$ cat src/rtl/pc_lut_pkg.sv
// Shared types and constants for the branch-target LUT loader.
package pc_lut_pkg;

  localparam int unsigned PC_LUT_D     = 10;
  localparam int unsigned PC_LUT_DEPTH = 32;
  localparam int unsigned ADDR_W       = 8;
  localparam int unsigned HDR_BYTES    = 1;
  localparam int unsigned ENTRY_BYTES  = 2;

  typedef enum logic [2:0] {
    ST_IDLE,
    ST_COUNT,
    ST_LO,
    ST_HI,
    ST_CSUM,
    ST_DONE
  } loader_state_t;

  // States in which the loader consumes a stream byte
  function automatic logic accepts_bytes(input loader_state_t s);
    return (s == ST_COUNT) || (s == ST_LO) || (s == ST_HI) || (s == ST_CSUM);
  endfunction

endpackage

$ cat src/rtl/pc_lut_store.sv
// Branch-target table storage: synchronous write, one-cycle clear, async reset,
// combinational read returning 0 for out-of-range addresses.
module pc_lut_store
  import pc_lut_pkg::*;
#(
  parameter int unsigned D     = PC_LUT_D,
  parameter int unsigned DEPTH = PC_LUT_DEPTH
) (
  input  logic              clk,
  input  logic              reset,
  input  logic              clr,
  input  logic              we,
  input  logic [ADDR_W-1:0] waddr,
  input  logic [D-1:0]      wdata,
  input  logic [ADDR_W-1:0] raddr,
  output logic [D-1:0]      rdata
);

  localparam int unsigned IDX_W = (DEPTH > 1) ? $clog2(DEPTH) : 1;
  localparam int unsigned CMP_W = ADDR_W + 1;

  logic [D-1:0] mem_q [DEPTH];
  logic [D-1:0] mem_d [DEPTH];
  logic         waddr_ok;
  logic         raddr_ok;

  assign waddr_ok = ({1'b0, waddr} < CMP_W'(DEPTH));
  assign raddr_ok = ({1'b0, raddr} < CMP_W'(DEPTH));

  // Clear wins over a write issued in the same cycle
  always_comb begin
    mem_d = mem_q;
    if (clr) begin
      for (int unsigned i = 0; i < DEPTH; i++) begin
        mem_d[i] = '0;
      end
    end else if (we && waddr_ok) begin
      mem_d[IDX_W'(waddr)] = wdata;
    end
  end

  always_ff @(posedge clk or posedge reset) begin
    if (reset) begin
      for (int unsigned i = 0; i < DEPTH; i++) begin
        mem_q[i] <= '0;
      end
    end else begin
      mem_q <= mem_d;
    end
  end

  assign rdata = raddr_ok ? mem_q[IDX_W'(raddr)] : '0;

endmodule

$ cat src/rtl/pc_lut_loader.sv
// Byte-stream writer for the branch-target LUT (header count + 2-byte entries).
// Optional trailing XOR checksum byte when PC_LUT_LOADER_CSUM_EN is defined.
module pc_lut_loader
  import pc_lut_pkg::*;
#(
  parameter int unsigned D     = PC_LUT_D,
  parameter int unsigned DEPTH = PC_LUT_DEPTH
) (
  input  logic              clk,
  input  logic              reset,
  input  logic              start,
  input  logic              in_valid,
  input  logic [7:0]        in_data,
  output logic              in_ready,
  input  logic [ADDR_W-1:0] addr,
  output logic [D-1:0]      target,
  output logic              busy,
  output logic              load_done,
  output logic              err
);

  localparam int unsigned CMP_W = ADDR_W + 1;

`ifdef PC_LUT_LOADER_CSUM_EN
  localparam loader_state_t END_ST = ST_CSUM;
`else
  localparam loader_state_t END_ST = ST_DONE;
`endif

  loader_state_t     state_q, state_d;
  logic [ADDR_W-1:0] cnt_q, cnt_d;
  logic [ADDR_W-1:0] wr_idx_q, wr_idx_d;
  logic [7:0]        lo_q, lo_d;
  logic              err_q, err_d;
  logic              busy_q, busy_d;
  logic              load_done_q, load_done_d;
  logic              in_ready_q, in_ready_d;
`ifdef PC_LUT_LOADER_CSUM_EN
  logic [7:0]        csum_q, csum_d;
`endif

  logic              xfer_c;
  logic              we_c;
  logic              clr_c;
  logic              hi_ovf_c;
  logic              n_big_c;
  logic [15:0]       hi_word_c;
  logic [D-1:0]      wdata_c;

  assign xfer_c    = in_valid && in_ready_q;
  assign hi_word_c = {in_data, 8'h00};
  // Any HI-byte bit that lands at or above bit D cannot be stored
  assign hi_ovf_c  = ((hi_word_c >> D) != 16'h0000);
  assign n_big_c   = ({1'b0, in_data} > CMP_W'(DEPTH));
  assign wdata_c   = D'({in_data, lo_q});

  always_comb begin
    state_d   = state_q;
    cnt_d     = cnt_q;
    wr_idx_d  = wr_idx_q;
    lo_d      = lo_q;
    err_d     = err_q;
    we_c      = 1'b0;
    clr_c     = 1'b0;
`ifdef PC_LUT_LOADER_CSUM_EN
    csum_d    = csum_q;
`endif

    if (start) begin
      state_d  = ST_COUNT;
      cnt_d    = '0;
      wr_idx_d = '0;
      err_d    = 1'b0;
      clr_c    = 1'b1;
`ifdef PC_LUT_LOADER_CSUM_EN
      csum_d   = 8'h00;
`endif
    end else if (xfer_c) begin
`ifdef PC_LUT_LOADER_CSUM_EN
      csum_d = csum_q ^ in_data;
`endif
      unique case (state_q)
        ST_COUNT: begin
          if (in_data == 8'h00) begin
            state_d = END_ST;
          end else if (n_big_c) begin
            err_d   = 1'b1;
            state_d = ST_DONE;
          end else begin
            cnt_d   = in_data;
            state_d = ST_LO;
          end
        end
        ST_LO: begin
          lo_d    = in_data;
          state_d = ST_HI;
        end
        ST_HI: begin
          we_c     = 1'b1;
          err_d    = err_q | hi_ovf_c;
          wr_idx_d = wr_idx_q + 8'd1;
          cnt_d    = cnt_q - 8'd1;
          state_d  = (cnt_q == 8'd1) ? END_ST : ST_LO;
        end
`ifdef PC_LUT_LOADER_CSUM_EN
        // Compare against the running XOR taken before this byte
        ST_CSUM: begin
          err_d   = err_q | (in_data != csum_q);
          state_d = ST_DONE;
        end
`endif
        default: begin
          state_d = state_q;
        end
      endcase
    end

    in_ready_d  = accepts_bytes(state_d);
    busy_d      = (state_d != ST_IDLE) && (state_d != ST_DONE);
    load_done_d = (state_d == ST_DONE);
  end

  always_ff @(posedge clk or posedge reset) begin
    if (reset) begin
      state_q     <= ST_IDLE;
      cnt_q       <= '0;
      wr_idx_q    <= '0;
      lo_q        <= '0;
      err_q       <= 1'b0;
      busy_q      <= 1'b0;
      load_done_q <= 1'b0;
      in_ready_q  <= 1'b0;
`ifdef PC_LUT_LOADER_CSUM_EN
      csum_q      <= 8'h00;
`endif
    end else begin
      state_q     <= state_d;
      cnt_q       <= cnt_d;
      wr_idx_q    <= wr_idx_d;
      lo_q        <= lo_d;
      err_q       <= err_d;
      busy_q      <= busy_d;
      load_done_q <= load_done_d;
      in_ready_q  <= in_ready_d;
`ifdef PC_LUT_LOADER_CSUM_EN
      csum_q      <= csum_d;
`endif
    end
  end

  pc_lut_store #(
    .D     (D),
    .DEPTH (DEPTH)
  ) u_store (
    .clk   (clk),
    .reset (reset),
    .clr   (clr_c),
    .we    (we_c),
    .waddr (wr_idx_q),
    .wdata (wdata_c),
    .raddr (addr),
    .rdata (target)
  );

  assign in_ready  = in_ready_q;
  assign busy      = busy_q;
  assign load_done = load_done_q;
  assign err       = err_q;

endmodule

$ cat config.mk
export PLATFORM = sky130hd
export DESIGN_NAME = pc_lut_loader
export DESIGN_NICKNAME = d
export VERILOG_FILES = /design/src/rtl/pc_lut_pkg.sv /design/src/rtl/pc_lut_store.sv /design/src/rtl/pc_lut_loader.sv
export SDC_FILE = /design/constraint.sdc
export NUM_CORES = 1
export LEC_CHECK = 0
export CAP_MARGIN = 20
export CORE_MARGIN = 5
export CORE_UTILIZATION = 60
export CTS_CLUSTER_SIZE = 8
export DETAILED_ROUTE_END_ITERATION = 6
export PLACE_DENSITY_LB_ADDON = 0.1
export SETUP_SLACK_MARGIN = 0.1
export SLEW_MARGIN = 0
export SYNTH_ARGS = -nofsm -noshare
export SYNTH_HDL_FRONTEND = slang
export SYNTH_HIERARCHICAL = 1
export SYNTH_SLANG_ARGS = --single-unit
$ cat constraint.sdc
create_clock -name clk -period 25.2 [get_ports clk]
set_input_delay 2.52 -clock clk [delete_from_list [all_inputs] [get_ports clk]]
set_output_delay 2.52 -clock clk [all_outputs]
set_load 0.1 [all_outputs]
==> run_results.csv <==
group,metric,value,unit
status,status,"finished, final reports clean",
pwr,ir_drop,0.06163,mV
sta,finalMaxSlewViolations,0,
synth,synth.largest_area_cell,"dfrtp_1",
synth,async_flop_share,100.0,%
cts,cts_buffer_depth,3,
detailed_routing,drt_iter0_drc,1123,
floorplanning,die_w,181.6,um
synth,synth-edff-count,0,
placed_design,dp_hpwl,25430,um
placed_design,gp_congestion,0.8812,
placed_design,io_buffer_count,33,
sta,rsz0062_at_grt,"no",
synth,ys_ff_latch,351,
finish,layout.cells.non_filler,1849,
global_routing,grt-ovfl-total,0,
finish,ff_latch_area,8783,um^2
synth,synth_area_leaders,"dfrtp_1, mux2i_1, mux4_2, nor2_1, clkbuf_1",
placed_design,dp.cells,1795,
sta,timing.fmax,114.3,MHz
detailed_routing,post-route-drc-count,0,
sta,fin_setup_tns,0,ps
cts,postCtsHoldBufs,0,
synth,netlist_area,17670,um^2
detailed_routing,wire_per_inst,23.15,um
detailed_routing,wirelength,42800,um
synth,syn_inst,1494,
global_routing,grt_pass1_vias,11903,
cts,clk_pin_slew_worst_paths,50,ps
critical_path,cp_max_fo,48,
cts,insertion_delay,540,ps
finish,drive_above_1_share,12.15,%
sta,hold_ws,503.3,ps
synth,ys.flop_type,"dfrtp_1",
critical_path,critPathLaunchType,"input pin",
sta,post-route-min-period,8747,ps
synth,synth_seq_area_share,49.70,%
detailed_routing,first_pass_iters,5,
synth,syn-num-nets,1517,
global_routing,grt_max_degree,188,
cts,cts_setup_buffers,0,
cts,cts-resized-gates,0,
sta,setup_viol,0,
finish,diodes,0,
detailed_routing,dr_total_vias,11780,
global_routing,antenna_found_initial,0,
flow_run,cap_viol_max_count,0,
critical_path,r2r_slack,21700,ps
sta,worstMarginPinSlew,1090,ps
sta,finalHoldViolations,0,
finish,area_delta_synth_final,9.438,%
synth,yosysWarningCount,6,
pwr,power.leakage,10.02,nW
pwr,totalPowerFinal,0.001310,W
synth,synth_top_area_share,49.70,%
synth,synth_common_cells,"mux2i_1, dfrtp_1, nor2_1",
worst_hold_path,min_path_type,"flop to flop",
critical_path,worstPathRequired,22680,ps
critical_path,crit_path_end_kind,"primary output",
detailed_routing,ant_nets,0,
finish,multi_input_area,8164,um^2
sta,period_share,34.71,%
finish,finish.net_count,1486,
sta,fin_skew,17.63,ps
global_routing,track_usage,26.09,%
cts,htree_levels,2,
detailed_routing,via_per_inst,6.371,
synth,yosysUniqueCellTypes,65,
cts,cts_sinks,351,
cts,cts_root_buf,"clkbuf_16",
critical_path,worstPathArrival,6230,ps
floorplanning,initial_utilization,61.24,%
sta,slew_headroom,27.24,%
floorplanning,io_pins,34,
floorplanning,dieArea,32990,um^2
critical_path,crit_type,"input pin to primary output",
pwr,p_per_area,67.76,nW/um^2
synth,yosysMostFrequentCell,"mux2i_1",
floorplanning,row_count,62,
finish,nFillCells,2158,
global_routing,grt_first_pass_wirelength,69080,um
synth,avgSynthCellArea,11.83,um^2
cts,cts_tree,"done",
cts,numCtsBuffers,49,
floorplanning,coreArea,28860,um^2
floorplanning,fp.dieH,181.6,um
==> cells by family (layout without fill, tap and decap cells) <==
logic type / count (synthesis) / after routing / share of synthesized area [%]
mux: 439 / 439 / 29.88
xor+xnor: 6 / 6 / 0.2974
simple gates: 436 / 436 / 11.47
compound gates: 100 / 100 / 4.241
buf+inv: 159 / 130 / 4.199
flops: 351 / 351 / 49.70
fa+ha+maj: 3 / 3 / 0.2124
==> placed cells by master, fill, tap and decap left out, types with 10 or more instances in the layout <==
cell type / n
a21oi_1: 12
a221o_1: 10
a22oi_1: 12
a31oi_1: 12
buf_4: 29
clkbuf_16: 51
clkdlybuf4s50_1: 29
dfrtp_1: 351
inv_1: 14
mux2i_1: 361
mux4_2: 70
nand2_1: 13
nand4_1: 10
nand4b_1: 17
nor2_1: 337
o21ai_0: 14
==> worst max-delay path, stage by stage <==
cell	delay (ps)
buf_4	360
buf_4	790
nor2_1	390
a221oi_1	430
o21ai_0	170
a31oi_1	320
clkdlybuf4s50_1	1190
==> where the power goes <==
group          internal [W]  switching (W)  leakage (nW)
clock network      0.000352       0.000223         0.634
logic             0.0000432       0.000109          4.50
registers          0.000574     0.00000928          4.89
total              0.000968       0.000342          10.0
==> per-stage QoR <==
step	cell area, um^2	worst slack [ps]	utilization [%]
finish	19340	16450	67.02
global route	19340	16230	67.02
CTS	19330	16440	66.98
detailed placement	18040	16420	62.51
global placement	18040	16600	62.51
floorplan	17670	13820	-
==> area by class of cell <==
type | count | area share [%]
sequential | 351 | 45.42
multi-input combinational | 984 | 42.21
clock buffer | 52 | 6.618
timing repair buffer | 62 | 2.892
tap | 384 | 2.484
inverter | 15 | 0.3299
clock inverter | 1 | 0.04529
==> state kept, by name (all words and copies together), names as in the netlist <==
register,cells
wr_idx_q,8
lo_q,8
cnt_q,8
state_q,3
in_ready,1
u_store/mem_q,320
load_done,1
err,1
busy,1
==> final timing paths <==
| path | from | endpoint | cells after the start |
|---|---|---|---|
| setup / recovery | addr[1] | target[9] | 7 |
| hold / removal | lo_q[7] | lo_q[7] | 1 |
| setup reg to reg | state_q[2] | u_store/mem_q[98] | 7 |
| hold reg to reg | lo_q[7] | lo_q[7] | 1 |
| max in group asynchronous | reset | u_store/mem_q[150] | 3 |
| min in group asynchronous | reset | err | 3 |
==> per-layer routing <==
metal  part of all wire [%]  track usage, %
met5                      0               0
met4                    2.4           6.995
met3                    5.1           4.122
met2                     47           40.65
met1                     46           38.67
Note: power is estimated with default switching activity, not from simulation.
